### config.mk
export PLATFORM = sky130hd
export DESIGN_NAME = ser_word_framer
export DESIGN_NICKNAME = d
export VERILOG_FILES = /design/src/rtl/ser_word_pkg.sv /design/src/rtl/ser_shift_out.sv /design/src/rtl/ser_word_framer.sv
export SDC_FILE = /design/constraint.sdc
export NUM_CORES = 1
export LEC_CHECK = 0
export CAP_MARGIN = 25
export CORE_ASPECT_RATIO = 0.9
export CORE_MARGIN = 2
export CORE_UTILIZATION = 55
export CTS_BUF_LIST = sky130_fd_sc_hd__clkbuf_16
export CTS_CLUSTER_SIZE = 30
export DETAILED_ROUTE_END_ITERATION = 12
export HOLD_SLACK_MARGIN = 0.1
export PLACE_DENSITY = 0.78
export SYNTH_ARGS = -nofsm -noshare
export SYNTH_HDL_FRONTEND = slang
export SYNTH_HIERARCHICAL = 1
export SYNTH_SLANG_ARGS = --single-unit
### constraint.sdc
create_clock -name clk -period 4.5 [get_ports clk]
set_input_delay 0.45 -clock clk [delete_from_list [all_inputs] [get_ports clk]]
set_output_delay 0.45 -clock clk [all_outputs]
set_load 0.05 [all_outputs]
### src/rtl/ser_word_pkg.sv
// ----------------------------------------------------------------------------
// ser_word_pkg
// Shared definitions for the serial word framer:
//   - 12-bit left-justified sync constants (preambles and line/frame codes)
//   - framer FSM state encoding
//   - sync_upper(): extracts the upper `width` bits of a 12-bit sync constant,
//     returned right-justified in a 12-bit value
// ----------------------------------------------------------------------------
package ser_word_pkg;

    localparam logic [11:0] SYNC_PRE0 = 12'hFFF;
    localparam logic [11:0] SYNC_PRE1 = 12'h000;
    localparam logic [11:0] SYNC_PRE2 = 12'h000;
    localparam logic [11:0] SYNC_SOF  = 12'hAB0;
    localparam logic [11:0] SYNC_SOL  = 12'h800;
    localparam logic [11:0] SYNC_EOL  = 12'h9D0;
    localparam logic [11:0] SYNC_EOF  = 12'hB60;

    typedef enum logic [1:0] {
        S_IDLE     = 2'd0,
        S_SOL_SYNC = 2'd1,
        S_DATA     = 2'd2,
        S_EOL_SYNC = 2'd3
    } state_e;

    // The constants are left-justified, so narrower words keep the top bits.
    function automatic logic [11:0] sync_upper(input logic [11:0] code, input int width);
        sync_upper = code >> (12 - width);
    endfunction

endpackage

### src/rtl/ser_shift_out.sv
// ----------------------------------------------------------------------------
// ser_shift_out
// Bit-slot engine of the framer: a bit counter running 0..W-1, a parallel-load
// shift register and the first-bit ordering. The clock where the counter sits
// at W-1 is the load clock; load_word_i is captured there and its first bit
// appears on ser_data_o on the following clock together with word_start_o.
//
// Ports:
//   clk          in   bit clock
//   reset        in   synchronous active-low reset
//   load_word_i  in   W-bit word captured on the load clock
//   load_o       out  high on the load clock (last bit of the current word)
//   ser_data_o   out  serial bit (straight from the shift register)
//   word_start_o out  high on the first bit of every word (registered)
// ----------------------------------------------------------------------------
module ser_shift_out #(
    parameter int    DESER_WIDTH   = 10,
    parameter string SER_FIRST_BIT = "MSB"
) (
    input  logic                   clk,
    input  logic                   reset,
    input  logic [DESER_WIDTH-1:0] load_word_i,
    output logic                   load_o,
    output logic                   ser_data_o,
    output logic                   word_start_o
);

    localparam int               CNT_W     = $clog2(DESER_WIDTH);
    localparam logic [CNT_W-1:0] CNT_LAST  = CNT_W'(DESER_WIDTH - 1);
    localparam bit               LSB_FIRST = (SER_FIRST_BIT == "LSB");

    logic [CNT_W-1:0]       cnt_q, cnt_d;
    logic [DESER_WIDTH-1:0] shreg_q, shreg_d;
    logic [DESER_WIDTH-1:0] ordered_s;
    logic                   word_start_q, word_start_d;

    assign load_o       = (cnt_q == CNT_LAST);
    assign ser_data_o   = shreg_q[DESER_WIDTH-1];
    assign word_start_o = word_start_q;

    // Reorder the word so the bit to transmit first always sits at the MSB.
    always_comb begin
        ordered_s = load_word_i;
        if (LSB_FIRST) begin
            for (int i = 0; i < DESER_WIDTH; i++) begin
                ordered_s[i] = load_word_i[DESER_WIDTH-1-i];
            end
        end else begin
            ordered_s = load_word_i;
        end
    end

    // Counter, shifter and word-start next state.
    always_comb begin
        cnt_d        = cnt_q + CNT_W'(1);
        shreg_d      = {shreg_q[DESER_WIDTH-2:0], 1'b0};
        word_start_d = 1'b0;
        if (load_o) begin
            cnt_d        = {CNT_W{1'b0}};
            shreg_d      = ordered_s;
            word_start_d = 1'b1;
        end else begin
            word_start_d = 1'b0;
        end
    end

    // State registers; reset parks the counter on the load position.
    always_ff @(posedge clk) begin
        if (!reset) begin
            cnt_q        <= CNT_LAST;
            shreg_q      <= {DESER_WIDTH{1'b0}};
            word_start_q <= 1'b0;
        end else begin
            cnt_q        <= cnt_d;
            shreg_q      <= shreg_d;
            word_start_q <= word_start_d;
        end
    end

endmodule

### src/rtl/ser_word_framer.sv
// ----------------------------------------------------------------------------
// ser_word_framer
// Serializes a valid/ready pixel stream into a continuous word stream: training
// words while idle, each line wrapped in PRE0/PRE1/PRE2/CODE sync sequences
// (SOF or SOL before, EOL or EOF after), one bit per clock.
//
// Optional feature macro: SER_TEST_PATTERN_EN
//   When defined, adds i_test_mode; while high, emitted pixels are replaced by
//   a W-bit ramp that restarts at 0 on the first pixel of every line.
//
// Ports:
//   clk          in   bit clock
//   reset        in   synchronous active-low reset
//   iv_pix_data  in   pixel word (DESER_WIDTH bits)
//   i_valid      in   pixel and flags valid
//   i_sof        in   first pixel of a frame
//   i_eol        in   last pixel of a line
//   i_eof        in   with i_eol: last line of the frame
//   i_test_mode  in   ramp substitution (SER_TEST_PATTERN_EN only)
//   o_ready      out  pixel consumed this clock if i_valid (combinational)
//   o_ser_data   out  serial bit
//   o_word_start out  first bit of every word
// ----------------------------------------------------------------------------
module ser_word_framer
    import ser_word_pkg::*;
#(
    parameter string                  SER_FIRST_BIT = "MSB",
    parameter int                     DESER_WIDTH   = 10,
    parameter logic [DESER_WIDTH-1:0] TRAINING_WORD = DESER_WIDTH'(10'h3A6)
) (
    input  logic                   clk,
    input  logic                   reset,
    input  logic [DESER_WIDTH-1:0] iv_pix_data,
    input  logic                   i_valid,
    input  logic                   i_sof,
    input  logic                   i_eol,
    input  logic                   i_eof,
`ifdef SER_TEST_PATTERN_EN
    input  logic                   i_test_mode,
`endif
    output logic                   o_ready,
    output logic                   o_ser_data,
    output logic                   o_word_start
);

    state_e                 state_q, state_d;
    logic [1:0]             idx_q, idx_d;
    logic [DESER_WIDTH-1:0] code_q, code_d;
    logic [DESER_WIDTH-1:0] hold_data_q, hold_data_d;
    logic                   hold_eol_q, hold_eol_d;
    logic                   hold_eof_q, hold_eof_d;
    logic                   held_slot_q, held_slot_d;

    logic                   load_s;
    logic                   ready_s;
    logic [DESER_WIDTH-1:0] word_s;
    logic [DESER_WIDTH-1:0] sync_word_s;
    logic [DESER_WIDTH-1:0] pix_live_s;
    logic [DESER_WIDTH-1:0] pix_held_s;

`ifdef SER_TEST_PATTERN_EN
    logic [DESER_WIDTH-1:0] ramp_q, ramp_d;

    // Ramp replaces the pixel value at the moment the pixel is emitted.
    always_comb begin
        if (i_test_mode) begin
            pix_live_s = ramp_q;
            pix_held_s = ramp_q;
        end else begin
            pix_live_s = iv_pix_data;
            pix_held_s = hold_data_q;
        end
    end
`else
    assign pix_live_s = iv_pix_data;
    assign pix_held_s = hold_data_q;
`endif

    ser_shift_out #(
        .DESER_WIDTH   (DESER_WIDTH),
        .SER_FIRST_BIT (SER_FIRST_BIT)
    ) u_shift (
        .clk          (clk),
        .reset        (reset),
        .load_word_i  (word_s),
        .load_o       (load_s),
        .ser_data_o   (o_ser_data),
        .word_start_o (o_word_start)
    );

    // Gate with reset so the handshake stays low while reset is held.
    assign o_ready = reset & ready_s;

    // Sync word indexed by position within the 4-word sequence.
    always_comb begin
        case (idx_q)
            2'd0:    sync_word_s = DESER_WIDTH'(sync_upper(SYNC_PRE0, DESER_WIDTH));
            2'd1:    sync_word_s = DESER_WIDTH'(sync_upper(SYNC_PRE1, DESER_WIDTH));
            2'd2:    sync_word_s = DESER_WIDTH'(sync_upper(SYNC_PRE2, DESER_WIDTH));
            default: sync_word_s = code_q;
        endcase
    end

    // FSM next state, word selection and handshake; all decisions are taken on
    // the load clock and choose the word for the following slot. The state
    // therefore already names the sequence the next loaded word belongs to.
    always_comb begin
        state_d     = state_q;
        idx_d       = idx_q;
        code_d      = code_q;
        hold_data_d = hold_data_q;
        hold_eol_d  = hold_eol_q;
        hold_eof_d  = hold_eof_q;
        held_slot_d = held_slot_q;
        ready_s     = 1'b0;
        word_s      = TRAINING_WORD;
`ifdef SER_TEST_PATTERN_EN
        ramp_d      = ramp_q;
`endif
        if (load_s) begin
            case (state_q)
                S_IDLE: begin
                    ready_s = 1'b1;
                    if (i_valid) begin
                        // PRE0 goes out immediately; the pixel waits four slots.
                        word_s      = DESER_WIDTH'(sync_upper(SYNC_PRE0, DESER_WIDTH));
                        hold_data_d = iv_pix_data;
                        hold_eol_d  = i_eol;
                        hold_eof_d  = i_eof;
                        if (i_sof) begin
                            code_d = DESER_WIDTH'(sync_upper(SYNC_SOF, DESER_WIDTH));
                        end else begin
                            code_d = DESER_WIDTH'(sync_upper(SYNC_SOL, DESER_WIDTH));
                        end
                        idx_d   = 2'd1;
                        state_d = S_SOL_SYNC;
`ifdef SER_TEST_PATTERN_EN
                        ramp_d  = {DESER_WIDTH{1'b0}};
`endif
                    end else begin
                        word_s = TRAINING_WORD;
                    end
                end
                S_SOL_SYNC: begin
                    word_s = sync_word_s;
                    idx_d  = idx_q + 2'd1;
                    if (idx_q == 2'd3) begin
                        state_d     = S_DATA;
                        held_slot_d = 1'b1;
                    end else begin
                        state_d = S_SOL_SYNC;
                    end
                end
                S_DATA: begin
                    if (held_slot_q) begin
                        // Held-pixel slot: emit the captured pixel, consume nothing.
                        word_s      = pix_held_s;
                        held_slot_d = 1'b0;
`ifdef SER_TEST_PATTERN_EN
                        ramp_d      = ramp_q + DESER_WIDTH'(1);
`endif
                        if (hold_eol_q) begin
                            state_d = S_EOL_SYNC;
                            idx_d   = 2'd0;
                            if (hold_eof_q) begin
                                code_d = DESER_WIDTH'(sync_upper(SYNC_EOF, DESER_WIDTH));
                            end else begin
                                code_d = DESER_WIDTH'(sync_upper(SYNC_EOL, DESER_WIDTH));
                            end
                        end else begin
                            state_d = S_DATA;
                        end
                    end else begin
                        ready_s = 1'b1;
                        if (i_valid) begin
                            word_s = pix_live_s;
`ifdef SER_TEST_PATTERN_EN
                            ramp_d = ramp_q + DESER_WIDTH'(1);
`endif
                            if (i_eol) begin
                                state_d = S_EOL_SYNC;
                                idx_d   = 2'd0;
                                if (i_eof) begin
                                    code_d = DESER_WIDTH'(sync_upper(SYNC_EOF, DESER_WIDTH));
                                end else begin
                                    code_d = DESER_WIDTH'(sync_upper(SYNC_EOL, DESER_WIDTH));
                                end
                            end else begin
                                state_d = S_DATA;
                            end
                        end else begin
                            // Gap slot inside a line.
                            word_s = TRAINING_WORD;
                        end
                    end
                end
                S_EOL_SYNC: begin
                    word_s = sync_word_s;
                    idx_d  = idx_q + 2'd1;
                    if (idx_q == 2'd3) begin
                        state_d = S_IDLE;
                    end else begin
                        state_d = S_EOL_SYNC;
                    end
                end
                default: begin
                    state_d     = S_IDLE;
                    idx_d       = 2'd0;
                    held_slot_d = 1'b0;
                end
            endcase
        end else begin
            word_s = TRAINING_WORD;
        end
    end

    // FSM and hold registers; reset drops any held pixel.
    always_ff @(posedge clk) begin
        if (!reset) begin
            state_q     <= S_IDLE;
            idx_q       <= 2'd0;
            code_q      <= {DESER_WIDTH{1'b0}};
            hold_data_q <= {DESER_WIDTH{1'b0}};
            hold_eol_q  <= 1'b0;
            hold_eof_q  <= 1'b0;
            held_slot_q <= 1'b0;
`ifdef SER_TEST_PATTERN_EN
            ramp_q      <= {DESER_WIDTH{1'b0}};
`endif
        end else begin
            state_q     <= state_d;
            idx_q       <= idx_d;
            code_q      <= code_d;
            hold_data_q <= hold_data_d;
            hold_eol_q  <= hold_eol_d;
            hold_eof_q  <= hold_eof_d;
            held_slot_q <= held_slot_d;
`ifdef SER_TEST_PATTERN_EN
            ramp_q      <= ramp_d;
`endif
        end
    end

endmodule

# Yosys cells after proc, flatten, opt, wreduce, memory -nomap -nowiden
# Index checks and enable logic that the tools add are counted.
dict set report op_classes {
  bitwise_logic 2
  eq_ne 12
  addsub 2
  reduce_logical 13
  muxes 35
}
# op n
set op_table {}
lappend op_table {{10-bit 2-to-1 mux} 8}
lappend op_table {{10-bit one-hot mux with 2 select lines} 2}
lappend op_table {{10-bit one-hot mux with 3 select lines} 1}
lappend op_table {{8-bit 2-to-1 mux} 3}
lappend op_table {{2-bit 2-to-1 mux} 9}
lappend op_table {{3-bit != test (second input constant)} 3}
lappend op_table {{3-bit AND reduction} 3}
lappend op_table {{2-bit equality test (second input constant)} 4}
lappend op_table {{2-bit one-hot mux with 4 select lines} 1}
lappend op_table {{7-bit 2-to-1 mux} 1}
lappend op_table {{1-bit 2-to-1 mux} 6}
lappend op_table {{2-bit one-hot mux with 3 select lines} 1}
lappend op_table {{6-bit AND reduction} 1}
lappend op_table {{2-bit OR reduction} 3}
lappend op_table {{5-bit AND reduction} 1}
lappend op_table {{4-bit by 1-bit adder with 4-bit output (second input constant)} 1}
lappend op_table {{2-bit by 1-bit equality test with 1-bit output (second input constant)} 2}
lappend op_table {{4-bit equality test (second input constant)} 1}
lappend op_table {{2-bit zero test} 2}
lappend op_table {{4-bit 2-to-1 mux} 1}
lappend op_table {{2-bit != test (second input constant)} 2}
lappend op_table {{1-bit one-hot mux with 2 select lines} 2}
lappend op_table {{2-bit nonzero test} 2}
lappend op_table {{2-bit by 1-bit adder with 2-bit output (second input constant)} 1}
lappend op_table {{3 further kinds} 3}
dict set report word_totals {
  reg_bits 42
  output_inout_bits 3
}

# Depth between registers and ports, before layout
dict set report depth {
  word_depth 5
  mapped_depth 11
  mapped_depth_nobuf 9
}

# Hierarchy
# The synthesis kept the hierarchy.
# mod area_per_inst_um2 instances cells_each
set by_module_without_submodules {}
lappend by_module_without_submodules {ser_word_framer 1228.7 1 166}
lappend by_module_without_submodules {ser_shift_out 603.1 1 63}

# Worst setup path after synthesis
# Ideal clock, no wire load.
dict set report synth_timing {
  kind {register -> output}
  start {register u_shift.cnt_q[0]}
  end {output port o_ready}
  setup_slack_ns 2.500
  t_arrival_ns 1.550
  stages_incl_launch_ff 7
  t_required_ns 4.050
  path_buffers 2
  cell_sequence {dfxtp_1 > ha_1 > nand3b_4 > inv_4 > buf_8 > buf_2 > and4_1}
}
dict set report synth_between {
  elab_chain_cells 3
}
# item line_no
set synth_lines {}
lappend synth_lines {{start: declaration} ser_shift_out.sv:32} ;# logic [CNT_W-1:0] cnt_q, cnt_d;
lappend synth_lines {{start signal: assignment} ser_shift_out.sv:74} ;# cnt_q <= cnt_d;
lappend synth_lines {{4-bit equality test} ser_shift_out.sv:37} ;# assign load_o = (cnt_q == CNT_LAST);
lappend synth_lines {{via load_s} ser_word_framer.sv:54} ;# logic load_s;
lappend synth_lines {{1-bit 2-to-1 mux} ser_word_framer.sv:120} ;# if (load_s) begin
lappend synth_lines {{1-bit bitwise AND} ser_word_framer.sv:92} ;# assign o_ready = reset & ready_s;
lappend synth_lines {{end: declaration} ser_word_framer.sv:41} ;# output logic o_ready,
# The timed path passes the listed nets, and every way through them passes these cells.

# Final worst setup path
# Same ends and word-level chain as after synthesis.

==> impl_results.md <==
- Clk_skew: 5.91 ps
- Comb power frac: 25.3%
- Tcrit/Tclk final: 62.4%
- CP required: 4050 ps
- Setup TNS: 0 ps
- EDFF count, synth: 0
- Core area: 3110 µm²
- Hold path cells: 2
- Crit-path cells: ha_1 -> nand3b_4 -> inv_4 -> and4_1 -> clkdlybuf4s50_1
- PnR worst setup slack: 1690 ps
- Resize count post-CTS: 0
- Die W: 64.8 µm
- DP Wirelength: 2650 µm
- Number of remaining DRC errors: 0
- Via count: 1,572
- Final setup viols: 0
- Most frequent cells after synthesis: 61 x nand2_1, 36 x dfxtp_1, 22 x a21oi_1
- Yosys reg bits: 36
- P_sw: 0.308 mW
- Share of layout cells above drive strength 1: 9.92%
- Crit-path max cell delay: 800 ps
- Async SR Flop Fraction: 0%
- Worst R2R Path Depth: 6
- # diodes: 0
- TritonRoute pass-1 iters: 4
- Mean Syn Cell Area: 8.00 µm²
- Via density: 5.54
- Top Metal Used: met4
- Clock buffer count from CTS: 5
- Total track usage: 22.6%
- Yosys cell types: 47
- Hold Path End: u_shift/shreg_q[1]
- Hold Crit Class: reg -> reg
- Clock sink total: 36
- Setup Slack @ Placement: 1890 ps
- Clock Tree Buf Depth: 2
- R2R Setup Slk: 2690 ps
- RSZ-0062 raised after global routing: false
- Synth top area share: 39.3%
- Final hold violations: 0
- Critical-path maximum fanout: 27
- Clock transition at the registers of the reported paths: 60 ps
- Synth Instances: 229
- # rows: 19
- Outcome: complete, no violations
- Vias in the first global route: 1,458
- Critical-path top delay cell: clkdlybuf4s50_1
- CTS tree: yes
- Metal2 WL: 1730 µm
- VDD IR max: 0.284 mV
- LEAKAGE: 0.781 nW
- Syn_nets: 249
- First-pass GRT wire length: 6610 µm
- Remaining Overflow, GRT: 0
- GPL Wtd Cong: 0.803
- Fmax: 0.356 GHz
- WL final: 3830 µm
- R2R Path Start: u_shift/cnt_q[0]
- Clock root cell: clkbuf_16
- Flop pwr share: 40.6%
- Main area contributors after synthesis: dfxtp_1 39%, nand2_1 13%, a21oi_1 6.0%
- Pin count of the biggest net entering global routing: 28
- Die area: 3810 µm²
- Drt wl/cell: 13.5 µm
- Num ports: 19
- CP Launch Type: flip-flop
- Hold_sp: u_shift/shreg_q[0]
- Crit. End Element: primary output
- Sequential fraction of the synthesis area: 39.3%
- Die Y: 58.8 µm
- PortBufs: 18
- Reg2reg end: hold_data_q[5]
- Starting density of the core: 58.8%
- Yosys top cell by area: dfxtp_1
- Pwr Density: 460 nW/µm²
- Cell Int Power: 0.665 mW
- Slew HR: 59.2%
- Min Clock Period, post-route: 2810 ps
- # nets final: 261
- Area growth syn-to-layout: 15.6%
- H-tree levels: 2
- DRT antenna net count: 0
- Post-CTS Setup Bufs: 0
- Worst Tran Pin Value: 611 ps
- Cell area after synthesis: 1830 µm²
- Ys flop type: dfxtp_1
- Wire length on met1: 1860 µm
- Clock power frac: 34.0%
- Max Transition Viols Final: 0
- Ys Warns: 6
- CP Class: reg -> out
- Iteration-0 DRC Markers: 74
- CP arrival: 2360 ps
- Met3 wire length: 188 µm
- Sw Share: 31.6%
- Later-pin clock latency in the skew report: 280 ps
- CTS hold repair buffers: 0
- Cell with the most instances after synthesis: nand2_1
- Initial antenna violation count: 0
- Max_cap viols: 0
==> logic make-up (layout without fill, tap and decap cells) <==
logic type / after synthesis / count (layout) / share of synthesized area, %
xor+xnor: 2 / 2 / 0.956
flops: 36 / 36 / 39.3
fa+ha+maj: 4 / 4 / 2.73
buf+inv: 24 / 37 / 7.38
simple gates: 95 / 95 / 25.0
mux: 4 / 4 / 2.19
compound gates: 64 / 64 / 22.4
==> layout by cell type (no fill, tap or decap), drive strengths merged, types with 5 or more instances in the layout <==
master         instances
o21a                   5
clkbuf                 5
nand2                 63
clkdlybuf4s50         18
dfxtp                 36
nor2                   5
o21ai                 14
a21oi                 29
nand3                  7
inv                   10
==> per-stage QoR <==
step	instances	power (mW)	hold slack, ps	instance area (µm²)	utilization (%)
2_1_floorplan	229	0.602	422	1830	-
3_5_place_dp	276	0.648	437	1970	63.4
3_3_place_gp	276	0.643	425	1970	63.4
4_1_cts	284	0.978	442	2120	68.0
5_1_grt	284	1.03	459	2120	68.0
6_report	284	0.973	447	2120	68.0
==> worst max-delay path: cells and delay by family (launching register included) <==
| family | cells | cell delay, ps |
|---|---|---|
| buffers and inverters | 2 | 1050 |
| and+or+nand+nor | 2 | 400 |
| DFF | 1 | 380 |
| adders and majority gates | 1 | 250 |
==> area by class of cell <==
cell class,count,area (µm²)
clock buffer,5,125
clock inverter,3,18.8
fill,268,997
inverter,11,43.8
multi-input combinational,169,976
sequential,36,721
tap,42,52.6
timing repair buffer,18,180
==> registers in the layout, summed over array words and instances (netlist names) <==
signal,count
code_q,4
held_slot_q,1
hold_data_q,10
hold_eof_q,1
hold_eol_q,1
idx_q,2
state_q,2
u_shift/cnt_q,4
u_shift/shreg_q,10
u_shift/word_start_o,1
==> per-layer routing <==
metal	global-route usage, %	vias up
met3	5.16	8
met1	30.2	719
met4	8.21	0
met2	36.2	41
li1	-	804
met5	0	-
==> power by group through the flow <==
stage	combinational, mW	clock, mW	sequential [mW]
2_1_floorplan	0.195	0	0.406
4_1_cts	0.247	0.335	0.396
3_3_place_gp	0.242	0	0.401
6_report	0.247	0.331	0.396
5_1_grt	0.274	0.350	0.401
3_5_place_dp	0.246	0	0.402
==> how the worst max path moves through the flow <==
stage | startpoint | endpoint
finish | u_shift/cnt_q[0] | o_ready
global route | u_shift/cnt_q[0] | o_ready
CTS | u_shift/cnt_q[0] | o_ready
detailed placement | reset | o_ready
global placement | reset | o_ready
floorplan | u_shift/cnt_q[0] | o_ready
Power figures use the tool's default switching activity.
